`config.mk`:
```
export PLATFORM = sky130hd
export DESIGN_NAME = register_bank_flat
export DESIGN_NICKNAME = d
export VERILOG_FILES = /design/src/rtl/register_bank_if.sv /design/src/rtl/register_bank.sv /design/src/flat_wrapper.sv
export SDC_FILE = /design/constraint.sdc
export NUM_CORES = 1
export LEC_CHECK = 0
export CAP_MARGIN = 5
export CORE_MARGIN = 8
export CORE_UTILIZATION = 55
export DETAILED_ROUTE_END_ITERATION = 6
export GPL_ROUTABILITY_DRIVEN = 1
export GPL_TIMING_DRIVEN = 1
export MAX_ROUTING_LAYER = met4
export PLACE_DENSITY_LB_ADDON = 0.05
export SLEW_MARGIN = 20
export SYNTH_ARGS = -nofsm -noshare
export SYNTH_HDL_FRONTEND = slang
export SYNTH_SLANG_ARGS = --single-unit
```
`constraint.sdc`:
```
create_clock -name clk -period 6.6 [get_ports clk]
set_input_delay 1.32 -clock clk [delete_from_list [all_inputs] [get_ports clk]]
set_output_delay 1.32 -clock clk [all_outputs]
set_load 0.05 [all_outputs]
```
`src/rtl/register_bank_if.sv`:
```
// Bus bundle for the general-purpose register bank: one write port driven by the
// register-select decoder, two independent registered read ports, and a sticky error flag.
interface register_bank_if;
    logic        wr_valid;
    logic [15:0] wr_onehot;
    logic [15:0] wr_data;
    logic        rd_a_valid;
    logic [2:0]  rd_a_sel;
    logic        rd_a_size;
    logic        rd_a_high_low;
    logic [15:0] rd_a_data;
    logic        rd_a_done;
    logic        rd_b_valid;
    logic [2:0]  rd_b_sel;
    logic        rd_b_size;
    logic        rd_b_high_low;
    logic [15:0] rd_b_data;
    logic        rd_b_done;
    logic        wr_err;
    logic        err_clr;

    modport master (
        output wr_valid, wr_onehot, wr_data, err_clr,
        output rd_a_valid, rd_a_sel, rd_a_size, rd_a_high_low,
        output rd_b_valid, rd_b_sel, rd_b_size, rd_b_high_low,
        input  rd_a_data, rd_a_done, rd_b_data, rd_b_done, wr_err
    );

    modport slave (
        input  wr_valid, wr_onehot, wr_data, err_clr,
        input  rd_a_valid, rd_a_sel, rd_a_size, rd_a_high_low,
        input  rd_b_valid, rd_b_sel, rd_b_size, rd_b_high_low,
        output rd_a_data, rd_a_done, rd_b_data, rd_b_done, wr_err
    );
endinterface

```
`src/rtl/register_bank.sv`:
```
// AX..BP register bank: one-hot word/byte writes from the decoder, two
// registered read ports with byte selection, sticky flag for malformed selects.
module register_bank #(
    parameter logic [15:0] REG_RESET = 16'h0000,
    parameter logic [15:0] SP_RESET  = 16'hFFFE
) (
    input logic            clk,
    input logic            rst,
    register_bank_if.slave bus
);
    localparam int SP_IDX = 6;

    logic [15:0] regs [8];
    logic        wr_ok;
    logic        wr_bad;

    function automatic logic is_onehot(input logic [15:0] v);
        logic [4:0] cnt;
        cnt = '0;
        for (int i = 0; i < 16; i++) begin
            cnt = cnt + {4'b0000, v[i]};
        end
        return cnt == 5'd1;
    endfunction

    // Byte reads of SI/DI/SP/BP have no byte alias and return zero.
    function automatic logic [15:0] read_mux(input logic [15:0] r, input logic [2:0] sel,
                                             input logic size, input logic high_low);
        logic [15:0] res;
        if (size)
            res = r;
        else if (sel[2])
            res = 16'h0000;
        else if (high_low)
            res = {8'h00, r[15:8]};
        else
            res = {8'h00, r[7:0]};
        return res;
    endfunction

    assign wr_ok  = bus.wr_valid &&  is_onehot(bus.wr_onehot);
    assign wr_bad = bus.wr_valid && !is_onehot(bus.wr_onehot);

    always_ff @(posedge clk or posedge rst) begin
        if (rst) begin
            for (int i = 0; i < 8; i++) begin
                regs[i] <= (i == SP_IDX) ? SP_RESET : REG_RESET;
            end
        end else if (wr_ok) begin
            for (int i = 0; i < 8; i++) begin
                if (bus.wr_onehot[i]) regs[i] <= bus.wr_data;
            end
            for (int i = 0; i < 4; i++) begin
                if (bus.wr_onehot[8 + i])  regs[i][15:8] <= bus.wr_data[7:0];
                if (bus.wr_onehot[12 + i]) regs[i][7:0]  <= bus.wr_data[7:0];
            end
        end
    end

    // A new error in the same cycle as a clear keeps the flag set.
    always_ff @(posedge clk or posedge rst) begin
        if (rst)
            bus.wr_err <= 1'b0;
        else if (wr_bad)
            bus.wr_err <= 1'b1;
        else if (bus.err_clr)
            bus.wr_err <= 1'b0;
    end

    always_ff @(posedge clk or posedge rst) begin
        if (rst) begin
            bus.rd_a_data <= '0;
            bus.rd_a_done <= 1'b0;
            bus.rd_b_data <= '0;
            bus.rd_b_done <= 1'b0;
        end else begin
            bus.rd_a_done <= bus.rd_a_valid;
            bus.rd_b_done <= bus.rd_b_valid;
            if (bus.rd_a_valid)
                bus.rd_a_data <= read_mux(regs[bus.rd_a_sel], bus.rd_a_sel,
                                          bus.rd_a_size, bus.rd_a_high_low);
            if (bus.rd_b_valid)
                bus.rd_b_data <= read_mux(regs[bus.rd_b_sel], bus.rd_b_sel,
                                          bus.rd_b_size, bus.rd_b_high_low);
        end
    end
endmodule
```
`src/flat_wrapper.sv`:
```
// flat-port wrapper written by rule: the top's interface ports become plain ports
module register_bank_flat 
#(
    parameter logic [15:0] REG_RESET = 16'h0000,
    parameter logic [15:0] SP_RESET  = 16'hFFFE
)
  (clk, rst, bus_wr_valid, bus_wr_onehot, bus_wr_data, bus_err_clr, bus_rd_a_valid, bus_rd_a_sel, bus_rd_a_size, bus_rd_a_high_low, bus_rd_b_valid, bus_rd_b_sel, bus_rd_b_size, bus_rd_b_high_low, bus_rd_a_data, bus_rd_a_done, bus_rd_b_data, bus_rd_b_done, bus_wr_err);
  register_bank_if bus_i ();
  input logic clk;
  input logic rst;
  input wire logic [$bits(bus_i.wr_valid)-1:0] bus_wr_valid;
  input wire logic [$bits(bus_i.wr_onehot)-1:0] bus_wr_onehot;
  input wire logic [$bits(bus_i.wr_data)-1:0] bus_wr_data;
  input wire logic [$bits(bus_i.err_clr)-1:0] bus_err_clr;
  input wire logic [$bits(bus_i.rd_a_valid)-1:0] bus_rd_a_valid;
  input wire logic [$bits(bus_i.rd_a_sel)-1:0] bus_rd_a_sel;
  input wire logic [$bits(bus_i.rd_a_size)-1:0] bus_rd_a_size;
  input wire logic [$bits(bus_i.rd_a_high_low)-1:0] bus_rd_a_high_low;
  input wire logic [$bits(bus_i.rd_b_valid)-1:0] bus_rd_b_valid;
  input wire logic [$bits(bus_i.rd_b_sel)-1:0] bus_rd_b_sel;
  input wire logic [$bits(bus_i.rd_b_size)-1:0] bus_rd_b_size;
  input wire logic [$bits(bus_i.rd_b_high_low)-1:0] bus_rd_b_high_low;
  output wire logic [$bits(bus_i.rd_a_data)-1:0] bus_rd_a_data;
  output wire logic [$bits(bus_i.rd_a_done)-1:0] bus_rd_a_done;
  output wire logic [$bits(bus_i.rd_b_data)-1:0] bus_rd_b_data;
  output wire logic [$bits(bus_i.rd_b_done)-1:0] bus_rd_b_done;
  output wire logic [$bits(bus_i.wr_err)-1:0] bus_wr_err;
  assign bus_i.wr_valid = bus_wr_valid;
  assign bus_i.wr_onehot = bus_wr_onehot;
  assign bus_i.wr_data = bus_wr_data;
  assign bus_i.err_clr = bus_err_clr;
  assign bus_i.rd_a_valid = bus_rd_a_valid;
  assign bus_i.rd_a_sel = bus_rd_a_sel;
  assign bus_i.rd_a_size = bus_rd_a_size;
  assign bus_i.rd_a_high_low = bus_rd_a_high_low;
  assign bus_i.rd_b_valid = bus_rd_b_valid;
  assign bus_i.rd_b_sel = bus_rd_b_sel;
  assign bus_i.rd_b_size = bus_rd_b_size;
  assign bus_i.rd_b_high_low = bus_rd_b_high_low;
  assign bus_rd_a_data = bus_i.rd_a_data;
  assign bus_rd_a_done = bus_i.rd_a_done;
  assign bus_rd_b_data = bus_i.rd_b_data;
  assign bus_rd_b_done = bus_i.rd_b_done;
  assign bus_wr_err = bus_i.wr_err;
  register_bank #(.REG_RESET(REG_RESET), .SP_RESET(SP_RESET)) u_core (.clk(clk), .rst(rst), .bus(bus_i));
endmodule
```
==> results of run 1 <==
==> power breakdown <==
group          leakage, nW  switching [mW]  total [mW]  internal (mW)
Combinational         2.24           0.932        1.93          0.995
Clock                0.299           0.412        1.05          0.637
Sequential            2.04           0.351        1.82           1.47
==> worst paths after layout <==
check / start / endpoint / slack, ps / cells past startpoint
hold reg to reg: u_core.bus.rd_a_data[3]$_DFFE_PP0P_ / u_core.bus.rd_a_data[3]$_DFFE_PP0P_ / 480 / 1
setup reg to reg: u_core.regs[94]$_DFFE_PP0P_ / u_core.bus.rd_b_data[6]$_DFFE_PP0P_ / 4870 / 4
setup / recovery: bus_wr_onehot[2] / u_core.regs[93]$_DFFE_PP0P_ / 220 / 18
max in group asynchronous: rst / u_core.regs[32]$_DFFE_PP0P_ / 4040 / 3
hold / removal: u_core.bus.rd_a_data[3]$_DFFE_PP0P_ / u_core.bus.rd_a_data[3]$_DFFE_PP0P_ / 480 / 1
min in group asynchronous: rst / u_core.regs[52]$_DFFE_PP0P_ / 1440 / 2
==> metal layers <==
metal / routed length [µm] / track usage (%) / vias to the layer above
li1: - / - / 2655
met1: 10900 / 36.1 / 3270
met2: 12500 / 40.8 / 295
met3: 1640 / 4.42 / 42
met4: 380 / 7.58 / 0
met5: 0 / - / -
==> registers in the layout, indices dropped and copies added, names as in the netlist <==
name and flops:
u_core.bus.rd_b_data 16, u_core.bus.rd_a_done 1, u_core.bus.wr_err 1, u_core.bus.rd_a_data 16, u_core.bus.rd_b_done 1, u_core.regs 128
==> layout by cell type (no fill, tap or decap), types with 5 or more instances in the layout <==
master,count
nor3_4,6
inv_1,36
mux4_2,56
nor2_1,11
buf_4,28
mux2_2,103
dfrtp_1,148
fa_1,9
nand2_1,20
ha_1,5
dfstp_2,15
clkdlybuf4s50_1,78
o21a_1,8
mux2i_1,63
clkbuf_16,17
o2bb2ai_1,31
o22ai_1,16
a22oi_1,31
o21ai_0,9
o211ai_1,9
buf_12,7
==> what timing repair did <==
item,CTS,global route
buffers inserted,0,5
resized for setup,0,7
setup endpoints to repair,0,80
endpoints found under the hold margin,0,0
==> area by class of cell <==
class	count	share of cell area [%]
Antenna cell	1	0.0231
Clock buffer	21	4.43
Clock inverter	11	1.38
Inverter	37	1.35
Multi-Input combinational cell	405	41.6
Sequential cell	163	37.8
Tap cell	216	2.49
Timing Repair Buffer	119	11.0
==> logic make-up (layout without fill, tap and decap cells) <==
| logic type | count (synthesis) | after routing | share of synthesized area, % |
|---|---|---|---|
| AO/OA/AOI/OAI | 109 | 109 | 9.04 |
| adder cells (fa/ha/maj) | 15 | 15 | 2.92 |
| buffers and inverters | 96 | 188 | 4.50 |
| flip-flops | 163 | 163 | 45.5 |
| multiplexers | 222 | 222 | 33.9 |
| other | 0 | 1 | 0 |
| AND/OR/NAND/NOR | 59 | 59 | 4.18 |
==> results.sh, run 1 <==
export IMPL_skew_ps=7.68
export IMPL_yosysWarnings=0
export IMPL_total_power_mw=4.80
export IMPL_fin_nets=806
export IMPL_grt_usage_pct=26.6
export IMPL_worst_pin_slew_ps=1020
export IMPL_max_stage_delay_ps=530
export IMPL_clk_latency_ps=430
export IMPL_synth_edf_count=0
export IMPL_drc=0
export IMPL_layout_setup_ws_ps=218
export IMPL_maxCapViolCount=0
export IMPL_synth_area_leaders="dfrtp_1 (41%), mux4_2 (14%), mux2_2 (13%)"
export IMPL_synth_top_cells_by_count="dfrtp_1 (148), mux2_2 (103), mux2i_1 (63), mux4_2 (56), inv_1 (37)"
export IMPL_setup_viol=0
export IMPL_drv_slew=0
export IMPL_regArea_um2=4100
export IMPL_syn_avg_cell_area_um2=13.6
export IMPL_drt_antenna_violating_nets=0
export IMPL_gr_total_overflow=0
export IMPL_worst_hold_slack_ps=476
export IMPL_syn_cell_area_um2=9010
export IMPL_rows=46
export IMPL_timing_worst_setup_path_type="in -> reg"
export IMPL_peakVddDrop_mv=0.524
export IMPL_synth_top_area_share_pct=41.1
export IMPL_status="finished clean"
export IMPL_synthFlopType="dfrtp_1"
export IMPL_dp_hpwl_um=17700
export IMPL_synth_seq_cells=163
export IMPL_setup_tns_ps=0
export IMPL_multi_input_area_um2=4510
export IMPL_cp_required_ps=6890
export IMPL_yosysMostFrequentCell="dfrtp_1"
export IMPL_die_area_um2=20700
export IMPL_slew_headroom_pct=31.9
export IMPL_antenna_found_initial=1
export IMPL_crit_path_end_kind="flip-flop"
export IMPL_cts_sinks=163
export IMPL_finalHoldViolations=0
export IMPL_grt_pass1_vias=6469
export IMPL_synth_cells=664
export IMPL_path_delay_family="adder cells"
export IMPL_min_path_type="reg -> reg"
export IMPL_start_util_pct=56.5
export IMPL_crit_fanout=13
export IMPL_min_period_ps=6380
export IMPL_p_per_area_nw_per_um2=442
export IMPL_fin_crit_sh_pct=96.7
export IMPL_crit_arrival_ps=6670
export IMPL_cts_tree="built"
export IMPL_routedWlPerCell_um=26.2
export IMPL_via_per_inst=6.44
export IMPL_areaGrowthSynthToFinish_pct=20.4
export IMPL_cts_buffers=17
export IMPL_cp_cell_sequence="clkdlybuf4s50_1 -> inv_1 -> fa_1 -> inv_1 -> fa_1 -> fa_1 -> inv_1 -> fa_1 -> inv_1 -> fa_2 -> fa_1 -> or4b_1 -> or2_1 -> buf_12 -> buf_4 -> or3_1 -> buf_4 -> o2bb2ai_1"
export IMPL_place_congestion=0.874
export IMPL_post_route_util_pct=68.0
export IMPL_firstDrtPassIters=5
export IMPL_async_flop_share_pct=100
export IMPL_portBuffers=82
export IMPL_vias=6262
export IMPL_cts_clk_slew_worst_paths_ps=60
export IMPL_drt_wl_total_um=25500
export IMPL_rsz0062_at_grt="false"
export IMPL_dp_cells=934
export IMPL_root_buffer="clkbuf_16"
export IMPL_synth_distinct_cells=35
export IMPL_ys_seq_area_share_pct=45.5
export IMPL_final_cells=973
export IMPL_h_tree_depth=4
export IMPL_cp_buffers_inverters=8
export IMPL_grt_max_degree=120
export IMPL_drive_above_1_share_pct=34.0
export IMPL_cts_hold_buf=0
export IMPL_crit_slowest_cell="fa_1"
export IMPL_fmax_mhz=157
export IMPL_grt_pass1_wl_um=39700
export IMPL_dp_slack_ps=-340
export IMPL_leakagePower_nw=4.58
export IMPL_coreArea_um2=15900
export IMPL_ioPinCount=83
export IMPL_dieHeight_um=144
export IMPL_startpoint_type="input port"
export IMPL_drtIter0Drc=598
export IMPL_die_width_um=144
export IMPL_crit_top_cell="fa_1"
export IMPL_yosys_area_top_type="dfrtp_1"
export IMPL_synthesis_nets=727
export IMPL_post_route_cell_area_um2=10800
export IMPL_placed_cell_area_um2=10100
export IMPL_clock_path_buffers=2
export IMPL_fillerInstances=1133
Power figures use the tool's default switching activity.
==> run 2: changes to the inputs <==
- TNS_END_PERCENT: default -> 20
- clock period: 6.6 -> 6.2 ns (I/O delays scaled with it)
==> run 2 against run 1 <==
  * Clock-buffer cell count down 3
  * Combinational power up 11%
  * Worst setup slack worse by 88 ps
  * Core utilization up 0.66 points
  * Design area up 0.97%
  * First-iteration DRC count up 20%
  * Wire length up 0.62%
==> results.sh, run 2 (synthesis results as in run 1) <==
export IMPL_status="finished clean"
export IMPL_skew_ps=5.33
export IMPL_drv_slew=0
export IMPL_antenna_cells=0
export IMPL_die_width_um=144
export IMPL_fin_crit_sh_pct=97.9
export IMPL_final_common_cell="dfrtp_1"
export IMPL_antenna_found_initial=0
export IMPL_cts_buffers=17
export IMPL_slew_headroom_pct=32.1
export IMPL_rows=46
export IMPL_grt_pass1_wl_um=40300
export IMPL_drc=0
export IMPL_drive_above_1_share_pct=35.4
export IMPL_rsz0062_at_grt="false"
export IMPL_grt_max_degree=124
export IMPL_cts_clk_slew_worst_paths_ps=60
export IMPL_cp_cell_sequence="clkdlybuf4s50_1 -> inv_1 -> fa_1 -> inv_2 -> fa_1 -> fa_1 -> inv_1 -> fa_1 -> inv_2 -> fa_2 -> fa_1 -> or4b_4 -> or2_4 -> buf_12 -> nor3b_4 -> buf_6 -> buf_16 -> mux2_2"
export IMPL_timing_worst_setup_path_type="in -> reg"
export IMPL_reg_top3="u_core.regs x128, u_core.bus.rd_a_data x16, u_core.bus.rd_b_data x16"
export IMPL_die_area_um2=20700
export IMPL_largest_reg_flops=128
export IMPL_crit_path_end_kind="flip-flop"
export IMPL_cts_tree="built"
export IMPL_p_per_area_nw_per_um2=472
export IMPL_gr_total_overflow=0
export IMPL_max_stage_delay_ps=520
export IMPL_final_cell_mix="dfrtp_1 (148), mux2_2 (95), clkdlybuf4s50_1 (76)"
export IMPL_dieHeight_um=144
export IMPL_drtIter0Drc=715
export IMPL_min_period_ps=6070
export IMPL_place_congestion=0.933
export IMPL_areaGrowthSynthToFinish_pct=21.6
export IMPL_dp_cells=937
export IMPL_ioPinCount=83
export IMPL_worst_pin_slew_ps=1010
export IMPL_finalHoldViolations=0
export IMPL_portBuffers=82
export IMPL_drt_wl_total_um=25600
export IMPL_dp_hpwl_um=17700
export IMPL_post_route_util_pct=68.7
export IMPL_start_util_pct=56.5
export IMPL_leakagePower_nw=4.63
export IMPL_routedWlPerCell_um=26.3
export IMPL_grt_pass1_vias=6627
export IMPL_vias=6362
export IMPL_drt_antenna_violating_nets=0
export IMPL_min_path_type="reg -> reg"
export IMPL_post_route_cell_area_um2=11000
export IMPL_fmax_mhz=165
export IMPL_fin_nets=808
export IMPL_top_register="u_core.regs"
export IMPL_crit_slowest_cell="or4b_4"
export IMPL_via_per_inst=6.53
export IMPL_peakVddDrop_mv=0.585
export IMPL_cp_required_ps=6510
export IMPL_placed_cell_area_um2=10200
export IMPL_crit_fanout=8
export IMPL_h_tree_depth=4
export IMPL_grt_usage_pct=27.0
export IMPL_clock_path_buffers=2
export IMPL_coreArea_um2=15900
export IMPL_startpoint_type="input port"
export IMPL_root_buffer="clkbuf_16"
export IMPL_cts_hold_buf=0
export IMPL_final_cells=974
export IMPL_setup_viol=0
export IMPL_maxCapViolCount=0
export IMPL_cts_sinks=163
export IMPL_clk_latency_ps=430
export IMPL_crit_arrival_ps=6380
export IMPL_firstDrtPassIters=5
export IMPL_crit_top_cell="fa_1"
export IMPL_fillerInstances=1171
run 2: routing by layer:
metal | track usage [%] | wire, µm | vias to the layer above
met3 | 7.55 | 2120 | 36
met5 | - | 0 | -
met1 | 35.5 | 10900 | 3352
li1 | - | - | 2662
met2 | 39.7 | 12200 | 312
met4 | 9.19 | 420 | 0
run 2: through the flow:
step | TNS (ps) | setup WS, ps | total power [mW] | hold slack, ps
5_1_grt | 0 | 8.80 | 5.42 | 493
4_1_cts | 0 | 14.4 | 5.16 | 482
3_5_place_dp | -68230 | -609 | 3.97 | 467
3_3_place_gp | -63190 | -549 | 3.88 | 462
2_1_floorplan | 0 | 26.0 | 3.27 | 472
6_report | 0 | 129 | 5.17 | 477
run 2: worst max-delay path, delay by kind of cell:
kind,cells,cell delay (ps)
buf+inv,8,1070
simple gates,3,1030
fa+ha+maj,6,2720
mux,1,330
run 2: cell type report:
cell class                 count  area (µm²)  share of cell area, %
multi-input combinational    405        4570                   41.7
clock inverter                14         178                   1.62
sequential                   163        4100                   37.4
inverter                      37         146                   1.34
timing repair buffer         121        1260                   11.5
tap                          216         270                   2.47
clock buffer                  18         429                   3.92
run 2: timing repair:
action | in CTS | in global routing
setup endpoints to repair | 127 | 128
gates cloned | 2 | 0
resized for setup | 30 | 2
pin swaps | 12 | 9
setup buffers | 3 | 0
run 2: final timing paths:
kind                                                      from  slack (ps)  depth (start not counted)                             endpoint
max in group asynchronous                                  rst        3800                          3          u_core.regs[29]$_DFFE_PP1P_
min reg2reg                u_core.bus.rd_a_data[6]$_DFFE_PP0P_         480                          1  u_core.bus.rd_a_data[6]$_DFFE_PP0P_
min                        u_core.bus.rd_a_data[6]$_DFFE_PP0P_         480                          1  u_core.bus.rd_a_data[6]$_DFFE_PP0P_
min in group asynchronous                                  rst        1340                          2          u_core.regs[52]$_DFFE_PP0P_
max                                           bus_wr_onehot[4]         130                         18          u_core.regs[39]$_DFFE_PP0P_
max reg2reg                        u_core.regs[77]$_DFFE_PP0P_        4500                          4  u_core.bus.rd_b_data[5]$_DFFE_PP0P_
run 2: where the power goes:
part	switching, mW	leakage, nW	internal (mW)
Combinational	1.02	2.29	1.11
Sequential	0.374	2.04	1.56
Clock	0.458	0.301	0.641
==> run 3: changes to the inputs <==
- CTS_CLUSTER_SIZE: default -> 28
==> results of run 3 <==
The final DEF is identical to that of run 2; final timing and power are the same.
